[config.mk]
export PLATFORM = sky130hd
export DESIGN_NAME = gray_auto_binarize
export DESIGN_NICKNAME = d
export VERILOG_FILES = /design/src/rtl/gray_auto_binarize.sv
export SDC_FILE = /design/constraint.sdc
export NUM_CORES = 1
export LEC_CHECK = 0
export BUFFER_PORTS_ARGS = -buffer_cell sky130_fd_sc_hd__buf_2
export CAP_MARGIN = 0
export CORE_UTILIZATION = 57
export CTS_BUF_LIST = sky130_fd_sc_hd__clkbuf_4
export CTS_CLUSTER_DIAMETER = 80
export CTS_CLUSTER_SIZE = 16
export DETAILED_ROUTE_END_ITERATION = 7
export PLACE_DENSITY = 0.76
export REMOVE_ABC_BUFFERS = 1
export SYNTH_ARGS = -nofsm -noshare
export SYNTH_HDL_FRONTEND = slang
export SYNTH_SLANG_ARGS = --single-unit
[constraint.sdc]
create_clock -name clk -period 4.9 [get_ports clk]
set_input_delay 0.735 -clock clk [delete_from_list [all_inputs] [get_ports clk]]
set_output_delay 0.735 -clock clk [all_outputs]
set_load 0.02 [all_outputs]
[src/rtl/gray_auto_binarize.sv]
// gray_auto_binarize: thresholds luma into a black/white image using the previous frame's mean luma,
// computed by a serial restoring divider during vertical blanking.
module gray_auto_binarize #(
  parameter int CNT_W = 21,
  parameter int SUM_W = 29,
  parameter logic [7:0] INIT_THR = 8'd128
) (
  input  logic        clk,
  input  logic        rst,
  input  logic [23:0] i_ycbcr,
  input  logic        i_h_sync,
  input  logic        i_v_sync,
  input  logic        i_data_en,
  output logic [23:0] o_bin,
  output logic        o_h_sync,
  output logic        o_v_sync,
  output logic        o_data_en,
  output logic [7:0]  o_threshold,
  output logic        o_thr_valid
);
  localparam logic [1:0] S_IDLE = 2'd0, S_DIV = 2'd1, S_UPD = 2'd2;
  logic [1:0]       r_state;
  logic             r_vs_prev;
  logic [SUM_W-1:0] r_sum;
  logic [CNT_W-1:0] r_cnt, r_div_cnt;
  logic [SUM_W:0]   r_rem;
  logic [7:0]       r_q;
  logic [2:0]       r_k;
  logic [7:0]       w_y;
  logic             w_acc, w_edge, w_ge, w_unused;
  logic [SUM_W-1:0] w_sum_n;
  logic [CNT_W-1:0] w_cnt_n;
  logic [SUM_W:0]   w_sub;
  assign w_y      = i_ycbcr[23:16];
  assign w_unused = ^i_ycbcr[15:0];
  // Accumulators freeze once the count saturates so sum/cnt stay a consistent mean.
  assign w_acc    = i_data_en && (r_cnt != '1);
  assign w_sum_n  = r_sum + (w_acc ? SUM_W'(w_y) : '0);
  assign w_cnt_n  = r_cnt + CNT_W'(w_acc);
  assign w_edge   = i_v_sync && !r_vs_prev;
  assign w_sub    = (SUM_W+1)'(r_div_cnt) << r_k;
  assign w_ge     = r_rem >= w_sub;
  always_ff @(posedge clk) begin
    if (rst) begin
      o_bin       <= '0;
      o_h_sync    <= 1'b0;
      o_v_sync    <= 1'b0;
      o_data_en   <= 1'b0;
      o_threshold <= INIT_THR;
      o_thr_valid <= 1'b0;
      r_state     <= S_IDLE;
      r_vs_prev   <= 1'b1;
      r_sum       <= '0;
      r_cnt       <= '0;
      r_div_cnt   <= '0;
      r_rem       <= '0;
      r_q         <= '0;
      r_k         <= '0;
    end else begin
      o_bin       <= (i_data_en && w_y >= o_threshold) ? 24'hFFFFFF : 24'h000000;
      o_h_sync    <= i_h_sync;
      o_v_sync    <= i_v_sync;
      o_data_en   <= i_data_en;
      o_thr_valid <= 1'b0;
      r_vs_prev   <= i_v_sync;
      r_sum       <= w_edge ? '0 : w_sum_n;
      r_cnt       <= w_edge ? '0 : w_cnt_n;
      case (r_state)
        S_IDLE: if (w_edge && w_cnt_n != '0) begin
          r_rem     <= (SUM_W+1)'(w_sum_n);
          r_div_cnt <= w_cnt_n;
          r_k       <= 3'd7;
          r_q       <= '0;
          r_state   <= S_DIV;
        end
        S_DIV: begin
          if (w_ge) r_rem <= r_rem - w_sub;
          r_q[r_k] <= w_ge;
          r_k      <= r_k - 3'd1;
          if (r_k == 3'd0) r_state <= S_UPD;
        end
        S_UPD: begin
          o_threshold <= r_q;
          o_thr_valid <= 1'b1;
          r_state     <= S_IDLE;
        end
        default: r_state <= S_IDLE;
      endcase
    end
  end
endmodule
==> run_results.csv, run 1 <==
group,metric,value,unit
detailed_routing,first_pass_iters,5,
worst_setup_path,cp_data_arrival_time,4.98,ns
clock_network,cts_max_path_buffers,2,
synthesis,yosys.area.top_type_share,0.301,
synthesis,synth_area,8520,µm²
worst_setup_path,cp.required,5.36,ns
layout,instances_no_fill,1238,
die,io_pins,65,
synthesis,synth_common_cells,"dfxtp_1, nor2_1, nand2_1",
die,core_area,14600,µm²
synthesis,synth_seq_cells,128,
clock_network,cts_hold_buf,0,
detailed_routing,vias,7582,
placement,io_buffers,48,
layout,diodes,0,
timing,fin_worst_skew,0.0203,ns
global_route,grt_overflow_total,0,
layout,area_growth,5.58,%
die,die_width,124,µm
synthesis,async_flop_share,0,
layout,fin_util,0.617,
detailed_routing,final_antenna_net_count,0,
outcome,status,"complete, no violations",
timing,tightestPinTransition,0.859,ns
global_route,grt_pass1_vias,6867,
global_route,grt_max_degree,65,
timing,setup_viol,0,
timing,setup_tns,0,ns
global_route,grt_usage,0.272,
synthesis,syn_avg_cell_area,8.20,µm²
die,row_count,44,
global_route,antenna_found_initial,0,
synthesis,yosys.cell_types.count,70,
power,ir_drop,0.000231,V
placement,gp_congestion,0.944,
clock_network,path_clk_slew,0.14,ns
detailed_routing,drt-total-wl,21.0,mm
worst_setup_path,crit_path_end_kind,"register",
global_route,grt_pass1_wl,34.2,mm
clock_network,cts_buffers,17,
power,p_leak,3.65,nW
detailed_routing,drc_errors,0,
synthesis,netlist_top_cells_area,"dfxtp_1, ha_1, nor2_1",
detailed_routing,vias_per_cell,6.12,
timing,max-slew-margin-rel,0.425,
clock_network,cts_tree,"yes",
layout,drive_above_1_share,0.139,
clock_network,clkLatencyLatePin,0.58,ns
power,pwr_density_cell,311,nW/µm²
timing,rsz0062_at_grt,"no",
worst_setup_path,worstSetupPathType,"register to register",
synthesis,netlist.top_cell.by_area,"dfxtp_1",
synthesis,yosysMostFrequentCell,"dfxtp_1",
layout,fin_nets,1120,
synthesis,synth_cells,1040,
timing,finalCriticalPeriod,4.52,ns
synthesis,ys_seq_area_frac,0.301,
worst_hold_path,hold_path.class,"input pin to register",
clock_network,h-tree-depth,4,
clock_network,cts_root_buf,"clkbuf_4",
timing,hold_violations,0,
placement,dp_hpwl,15.4,mm
clock_network,clock_sinks,128,
placement,dp_cells,1206,
worst_setup_path,cp_max_fo,14,
run,drv_cap,0,
die,die_h,124,µm
timing,slew_violations,0,
die,die_area,15400,µm²
worst_setup_path,crit_path_start_kind,"register",
synthesis,synth_edf_count,0,
detailed_routing,drtIter0Drc,688,
die,start_util,0.584,
timing,period_share,0.923,
timing,max_freq,0.221,GHz
synthesis,ys_warn_count,0,
detailed_routing,wl_per_cell,17.0,µm
synthesis,synth_flop_cell,"dfxtp_1",
[layout by cell type, fill, tap and decap left out, types with 4 or more instances in the layout]
| cell type | count |
|---|---|
| a211oi_1 | 37 |
| a211oi_2 | 8 |
| a21o_1 | 27 |
| a21oi_1 | 70 |
| a311oi_1 | 5 |
| a31oi_1 | 12 |
| and2_1 | 14 |
| and3_1 | 18 |
| and4_1 | 7 |
| buf_2 | 48 |
| buf_4 | 17 |
| clkbuf_4 | 17 |
| dfxtp_1 | 128 |
| ha_1 | 48 |
| inv_1 | 16 |
| inv_6 | 5 |
| inv_8 | 5 |
| mux2_2 | 5 |
| mux2i_1 | 23 |
| mux4_2 | 11 |
| nand2_1 | 99 |
| nand2b_1 | 7 |
| nand3_1 | 39 |
| nand4_1 | 16 |
| nor2_1 | 113 |
| nor2b_1 | 13 |
| nor3_1 | 42 |
| nor4_1 | 6 |
| o21ai_0 | 24 |
| o21ai_1 | 4 |
| o221ai_1 | 10 |
| o31ai_1 | 8 |
| or2_2 | 9 |
| or3_1 | 8 |
| xnor2_1 | 42 |
| xor2_1 | 22 |
[metrics by stage]
step	area (µm²)	hold WS, ns	worst slack [ns]	power, mW
floorplan	8080	0.425	-0.886	1.85
global placement	8730	0.450	0.422	2.08
detailed placement	8730	0.459	0.339	2.08
CTS	9000	0.318	0.320	2.79
global route	9000	0.354	0.120	2.95
finish	9000	0.360	0.377	2.80
[registers in the layout (all words and copies together), names as in the netlist]
| name | count |
|---|---|
| o_thr_valid | 1 |
| o_h_sync | 1 |
| o_data_en | 1 |
| r_state | 2 |
| r_vs_prev | 1 |
| o_threshold | 8 |
| r_q | 8 |
| o_v_sync | 1 |
| r_rem | 30 |
| r_sum | 29 |
| r_k | 3 |
| o_bin | 1 |
| r_cnt | 21 |
| r_div_cnt | 21 |
[power breakdown]
part	total [mW]	internal [mW]	switching (mW)
Sequential	1.11	1.08	0.0347
Clock	0.711	0.226	0.485
Combinational	0.971	0.395	0.577
[layer usage]
layer / wire (µm) / GRT usage / vias up / part of all wire
li1: - / - / 3778 / -
met1: 9940 / 0.372 / 3524 / 0.47
met2: 9230 / 0.413 / 226 / 0.44
met3: 1170 / 0.0515 / 54 / 0.056
met4: 668 / 0.125 / 0 / 0.032
met5: 0 / 0 / - / 0
[worst paths after layout]
kind         slack [ns]  depth (start not counted)              to     start
max                0.38                         12       r_rem[27]    r_k[0]
min                0.36                          2       r_vs_prev  i_v_sync
max reg2reg        0.38                         12       r_rem[27]    r_k[0]
min reg2reg        0.48                          2  o_threshold[2]    r_q[2]
[cell families (layout without fill, tap and decap cells)]
logic type / count (synthesis) / after routing / share of synthesized area
and+or+nand+nor: 403 / 403 / 0.229
AOI/OAI and AO/OA: 252 / 252 / 0.205
xor gates and xnor gates: 64 / 64 / 0.0658
DFF: 128 / 128 / 0.301
muxes: 40 / 40 / 0.0640
buffers and inverters: 103 / 117 / 0.0608
adders and majority gates: 50 / 50 / 0.0752
[critical path, cell delays in order, from the launching register on]
cell and delay (ns):
dfxtp_1 0.63, buf_4 0.32, mux4_2 0.56, mux2i_1 0.29, ha_1 0.39, and3_1 0.26
a22o_1 0.27, or3_1 0.32, a31oi_1 0.42, a211oi_1 0.18, or2_0 0.25, o41ai_1 0.38
o32ai_1 0.14
[area by class of cell]
cell class	count	area, µm²
fillers	1283	5590
multi-input cells	809	5480
flip-flops and latches	128	2560
repair buffers	66	388
well taps	184	230
clock inverters	15	141
clock buffers	17	128
inverters	19	71.3
[what timing repair did]
| action | 4_1_cts | 5_1_grt |
|---|---|---|
| buffers inserted | 0 | 0 |
| setup endpoints to repair | 0 | 10 |
| resized for setup | 0 | 1 |
| endpoints found under the hold margin | 0 | 0 |
Power figures use the tool's default switching activity.
==> run 2: changes to the inputs <==
- ABC_AREA: unset -> 1
==> run 2 against run 1 <==
Sequential share of layout area down 1.7 points; die area up 5.9%; highest routed layer unchanged; area after synthesis up 6.0%; hold slack worse by 0.0047 ns; power up 1.8%; global-route usage up 3.2 points; first-iteration DRC count up 17%; clock skew up 0.0016 ns; non-clock buffer count down 9; sequential cell count unchanged; utilization up 0.75 points.
==> run_results.csv, run 2 <==
group,metric,value,unit
layout,area_growth,5.85,%
die,core_area,15300,µm²
global_route,grt_pass1_wl,39.0,mm
placement,gp_congestion,0.974,
layout,regMostFlops,"r_rem",
timing,slew_violations,0,
synthesis,synth_seq_cells,128,
worst_setup_path,slowest_stage,"dfxtp_1",
detailed_routing,wl_per_cell,14.6,µm
clock_network,cts_root_buf,"clkbuf_4",
synthesis,async_flop_share,0,
clock_network,clkLatencyLatePin,0.57,ns
clock_network,cts_buffers,17,
worst_setup_path,crit_chain,"inv_1, nor2_1, inv_1, o22ai_1, inv_1, ha_1, nand2_1, o21ai_1, nand4_1, nand3_1, nand2_1, nand3_2, nand2_2, nand2_4, o21a_1, nor2_1",
timing,setup_viol,0,
die,die_area,16400,µm²
layout,drive_above_1_share,0.0770,
timing,fin_worst_skew,0.0219,ns
global_route,grt_overflow_total,0,
worst_setup_path,reg2reg_from,"r_k[2]",
layout,reg.largest.list,"r_rem: 30 flops, r_sum: 29 flops",
worst_setup_path,crit_path_end_kind,"register",
worst_setup_path,cp_data_arrival_time,4.60,ns
synthesis,yosys.area.top_type_share,0.284,
synthesis,syn_avg_cell_area,6.28,µm²
layout,largest_reg_flops,30,
worst_setup_path,cpMostUsedCell,"inv_1",
synthesis,synth_flop_cell,"dfxtp_1",
clock_network,path_clk_slew,0.12,ns
worst_setup_path,crit_cells,16,
die,row_count,45,
synthesis,netlist.top_cell.by_area,"dfxtp_1",
run,drv_cap,0,
die,start_util,0.590,
clock_network,postCtsSetupBuffers,0,
timing,period_share,0.843,
worst_setup_path,cp_top_family,"simple AND/OR/NAND/NOR gates",
global_route,grt_usage,0.304,
synthesis,netlist_top_cells_area,"dfxtp_1, nand2_1, o21ai_0",
placement,io_buffers,48,
layout,diodes,0,
timing,hold_violations,0,
global_route,antenna_found_initial,0,
worst_setup_path,regToRegEndpoint,"r_rem[24]",
placement,dp_hpwl,18.4,mm
detailed_routing,vias,9136,
worst_setup_path,max_stage_delay,0.83,ns
timing,rsz0062_at_grt,"no",
die,die_h,128,µm
worst_setup_path,cp.required,5.37,ns
worst_setup_path,cp_max_fo,34,
worst_setup_path,ff2ff_setup_slack,0.77,ns
detailed_routing,drc_errors,0,
global_route,grt_pass1_vias,8137,
clock_network,clock_sinks,128,
power,ir_drop,0.000171,V
timing,setup_tns,0,ns
synthesis,synth_cells,1439,
outcome,status,"complete, no violations",
synthesis,yosys.cell_types.count,41,
clock_network,ctsResizeCount,0,
worst_setup_path,worstSetupPathType,"register to register",
timing,finalCriticalPeriod,4.13,ns
layout,num-fill-cells,1489,
worst_setup_path,r2r_cells,16,
synthesis,ys_warn_count,0,
die,die_width,128,µm
worst_setup_path,crit_path_start_kind,"register",
clock_network,cts_max_path_buffers,2,
detailed_routing,drtIter0Drc,808,
worst_setup_path,cp-endpoint,"r_rem[24]",
timing,max-slew-margin-rel,0.385,
worst_hold_path,hold_path.class,"input pin to register",
global_route,grt_max_degree,62,
detailed_routing,final_antenna_net_count,0,
layout,fin_nets,1522,
detailed_routing,vias_per_cell,5.48,
die,io_pins,65,
timing,tightestPinTransition,0.921,ns
timing,max_freq,0.242,GHz
clock_network,h-tree-depth,4,
placement,placed_cell_area,9210,µm²
detailed_routing,first_pass_iters,6,
synthesis,synth_common_cells,"nand2_1, inv_1, nor2_1",
synthesis,ys_seq_area_frac,0.284,
layout,final_area,9560,µm²
power,p_leak,4.37,nW
clock_network,cts_tree,"yes",
layout,final_common_cell,"nand2_1",
worst_hold_path,hold_start,"i_v_sync",
layout,layout_common_cells,"nand2_1, inv_1, nor2_1, o21ai_0, dfxtp_1",
synthesis,synth_area,9030,µm²
power,pwr_density_cell,298,nW/µm²
synthesis,yosysMostFrequentCell,"nand2_1",
worst_setup_path,worstSetupStartpoint,"r_k[2]",
worst_setup_path,cp.buffers_inverters,3,
detailed_routing,drt-total-wl,24.3,mm
clock_network,cts_hold_buf,0,
synthesis,synth_edf_count,0,
-- run 2: cell types whose count changed after synthesis, sizes merged, moves of 31 or more --
cell,change
nand3,+48
a211oi,-44
nor2,+53
xnor2,-31
o21ai,+110
a21oi,+52
inv,+158
nand2,+271
-- run 2: layout make-up --
cell class	count	area, µm²	share of cell area
clock inverter	13	213	0.0222
clock buffer	18	135	0.0141
multi-input combinational	1064	5420	0.567
timing repair buffer	57	308	0.0322
inverter	175	657	0.0687
tap	211	264	0.0276
sequential	128	2560	0.268
-- run 2: worst min-delay path by stage --
stage,depth (start not counted),to,slack [ns]
final,3,r_vs_prev,0.35
after CTS,3,r_vs_prev,0.33
after global placement,2,r_q[3],0.45
after floorplan,2,r_q[3],0.43
after detailed placement,2,r_q[4],0.45
after global routing,3,o_h_sync,0.35
-- run 2: report_power, final --
group	leakage (nW)	internal (mW)	switching [mW]
registers	1.04	1.07	0.0253
logic	3.15	0.265	0.583
clock network	0.180	0.462	0.438
total	4.37	1.80	1.05
-- run 2: worst min-delay path: cells and delay by family --
kind                   cells  cell delay [ns]
buffers and inverters      2             0.13
AND/OR/NAND/NOR            1             0.05
-- run 2: logic make-up (layout without fill, tap and decap cells) --
group / Yosys count / in the layout / share of synthesized area
and+or+nand+nor: 686 / 686 / 0.319
xor gates and xnor gates: 38 / 38 / 0.0368
adders and majority gates: 50 / 50 / 0.0709
AOI/OAI and AO/OA: 280 / 280 / 0.161
DFF: 128 / 128 / 0.284
buffers and inverters: 247 / 263 / 0.117
muxes: 10 / 10 / 0.0111
-- run 2: per-stage QoR --
step                      hold slack [ns]  cells   util  power (mW)  setup slack [ns]
after global routing                0.350   1666  0.624        3.01             0.363
final                               0.355   1666  0.624        2.85             0.772
after floorplan                     0.430   1367      -        1.74             0.808
after global placement              0.448   1635  0.602        1.94              1.00
after detailed placement            0.453   1635  0.602        1.95             0.925
after CTS                           0.333   1666  0.624        2.84             0.895
-- run 2: layer usage --
metal | track usage | up-vias | share of wire
met5 | 0 | - | 0
li1 | - | 4648 | -
met2 | 0.489 | 305 | 0.44
met4 | 0.111 | 0 | 0.026
met1 | 0.405 | 4132 | 0.46
met3 | 0.0563 | 51 | 0.070
==> run 3: changes to the inputs <==
- PLACE_DENSITY: 0.76 -> 0.79
- clock period: 4.9 -> 3.7 ns (I/O delays scaled with it)
==> run 3 against run 2 <==
Cell count increased by 1.3%; setup slack got worse by 0.56 ns; critical path depth increased by 5; clock-buffer cell count unchanged; global-route usage about the same; critical path type unchanged; power increased by 31%; maximum frequency increased by 18%; clock power increased by 23%; die area unchanged; first-iteration DRC count increased by 1.1%; hold slack got worse by 0.17 ns.
==> run_results.csv, run 3 (synthesized netlist as in run 2, its figures left out) <==
group,metric,value,unit
worst_setup_path,cp.required,4.19,ns
die,die_width,128,µm
timing,fin_worst_skew,0.0202,ns
outcome,status,"complete, no violations",
timing,holdWs,0.184,ns
detailed_routing,vias_per_cell,5.46,
layout,drive_above_1_share,0.101,
global_route,grt_overflow_total,0,
layout,fin_nets,1542,
die,io_pins,65,
timing,slew_violations,0,
detailed_routing,final_antenna_net_count,0,
placement,placed_cell_area,9410,µm²
die,start_util,0.590,
clock_network,clkLatencyLatePin,0.56,ns
placement,dp_hpwl,18.8,mm
timing,tightestPinTransition,0.893,ns
power,p_leak,4.48,nW
die,core_area,15300,µm²
timing,setup_tns,0,ns
layout,fin_util,0.640,
timing,period_share,0.943,
clock_network,cts_max_path_buffers,2,
worst_setup_path,crit_path_start_kind,"register",
layout,regMostFlops,"r_rem",
timing,finalCriticalPeriod,3.49,ns
clock_network,cts_tree,"yes",
layout,largest_reg_flops,30,
die,die_h,128,µm
worst_setup_path,crit_chain,"nand2_1, nor2_2, nand2_1, nor2_2, a21oi_2, inv_2, nor2_1, ha_1, fa_1, nand2_1, nand2_1, nand2_1, nand2_1, nand2_1, nand2_1, inv_1, or2_2, xor2_1, nor2_1, o21a_1, nor2_1",
clock_network,cts_buffers,17,
worst_setup_path,cp.buffers_inverters,2,
global_route,grt_max_degree,61,
global_route,grt_pass1_wl,39.2,mm
worst_hold_path,hold_path.class,"input pin to register",
clock_network,path_clk_slew,0.12,ns
detailed_routing,drt-total-wl,24.6,mm
layout,reg.largest.list,"r_rem: 30 flops, r_sum: 29 flops",
timing,setup_viol,0,
clock_network,clock_sinks,128,
power,finalPower,3.74,mW
global_route,grt_pass1_vias,8199,
detailed_routing,first_pass_iters,7,
timing,hold_violations,0,
placement,io_buffers,48,
power,ir_drop,0.000229,V
timing,max_freq,0.287,GHz
worst_setup_path,max_stage_delay,0.42,ns
clock_network,cts_root_buf,"clkbuf_4",
worst_setup_path,cp_max_fo,8,
run,drv_cap,0,
clock_network,h-tree-depth,4,
worst_setup_path,cpMostUsedCell,"nand2_1",
worst_setup_path,crit_path_end_kind,"register",
detailed_routing,wl_per_cell,14.6,µm
timing,max-slew-margin-rel,0.403,
die,row_count,45,
layout,layout_common_cells,"nand2_1, inv_1, nor2_1, o21ai_0, dfxtp_1",
die,die_area,16400,µm²
placement,gp_congestion,1.00,
worst_setup_path,worstSetupPathType,"register to register",
worst_setup_path,cp_data_arrival_time,3.98,ns
layout,area_growth,8.49,%
worst_setup_path,slowest_stage,"fa_1",
detailed_routing,drc_errors,0,
detailed_routing,drtIter0Drc,817,
global_route,antenna_found_initial,1,
global_route,grt_usage,0.304,
layout,num-fill-cells,1517,
layout,final_area,9800,µm²
power,pwr_density_cell,382,nW/µm²
layout,final_common_cell,"nand2_1",
worst_setup_path,cp_top_family,"simple AND/OR/NAND/NOR gates",
detailed_routing,vias,9213,
## run 3: cell type report
class,count,area [µm²],share of cell area
Antenna cell,1,2.50,0.000255
Clock buffer,18,135,0.0138
Clock inverter,14,189,0.0193
Inverter,175,657,0.0670
Multi-Input combinational cell,1064,5460,0.558
Sequential cell,128,2570,0.262
Tap cell,211,264,0.0269
Timing Repair Buffer,77,520,0.0531
## run 3: path summary, 6_finish.rpt
kind         startpoint         to  slack (ns)  cells past startpoint
max            r_cnt[9]  r_rem[16]        0.21                     21
min            i_v_sync  r_vs_prev        0.18                      3
max reg2reg    r_cnt[9]  r_rem[16]        0.21                     21
min reg2reg      r_q[3]     r_q[3]        0.47                      2
## run 3: report_power, final
part	total, mW	switching (mW)	internal [mW]
Clock	1.11	0.562	0.543
Combinational	1.19	0.796	0.389
Sequential	1.45	0.0278	1.42
Total	3.74	1.39	2.35
## run 3: metrics by stage
step	instances	setup WS, ns
after floorplan	1367	-0.212
after global placement	1653	0.195
after detailed placement	1653	0.110
after CTS	1685	0.0564
after global routing	1688	-0.0983
final	1688	0.211
## run 3: worst min-delay path, cell delays in order
cell and delay [ns]:
buf_2 0.07, inv_1 0.04, nand2_1 0.05
## run 3: repair_timing
item                       in CTS  in global routing
hold buffers                    0                  0
setup endpoints to repair       0                 63
setup buffers                   0                  2
gates resized for setup         0                 20
## run 3: metal layers
layer	up-vias	wire, µm	global-route usage
met5	-	0	0
met4	0	626	0.0990
met3	44	1670	0.0659
met2	281	11200	0.488
met1	4195	11100	0.404
li1	4693	-	-
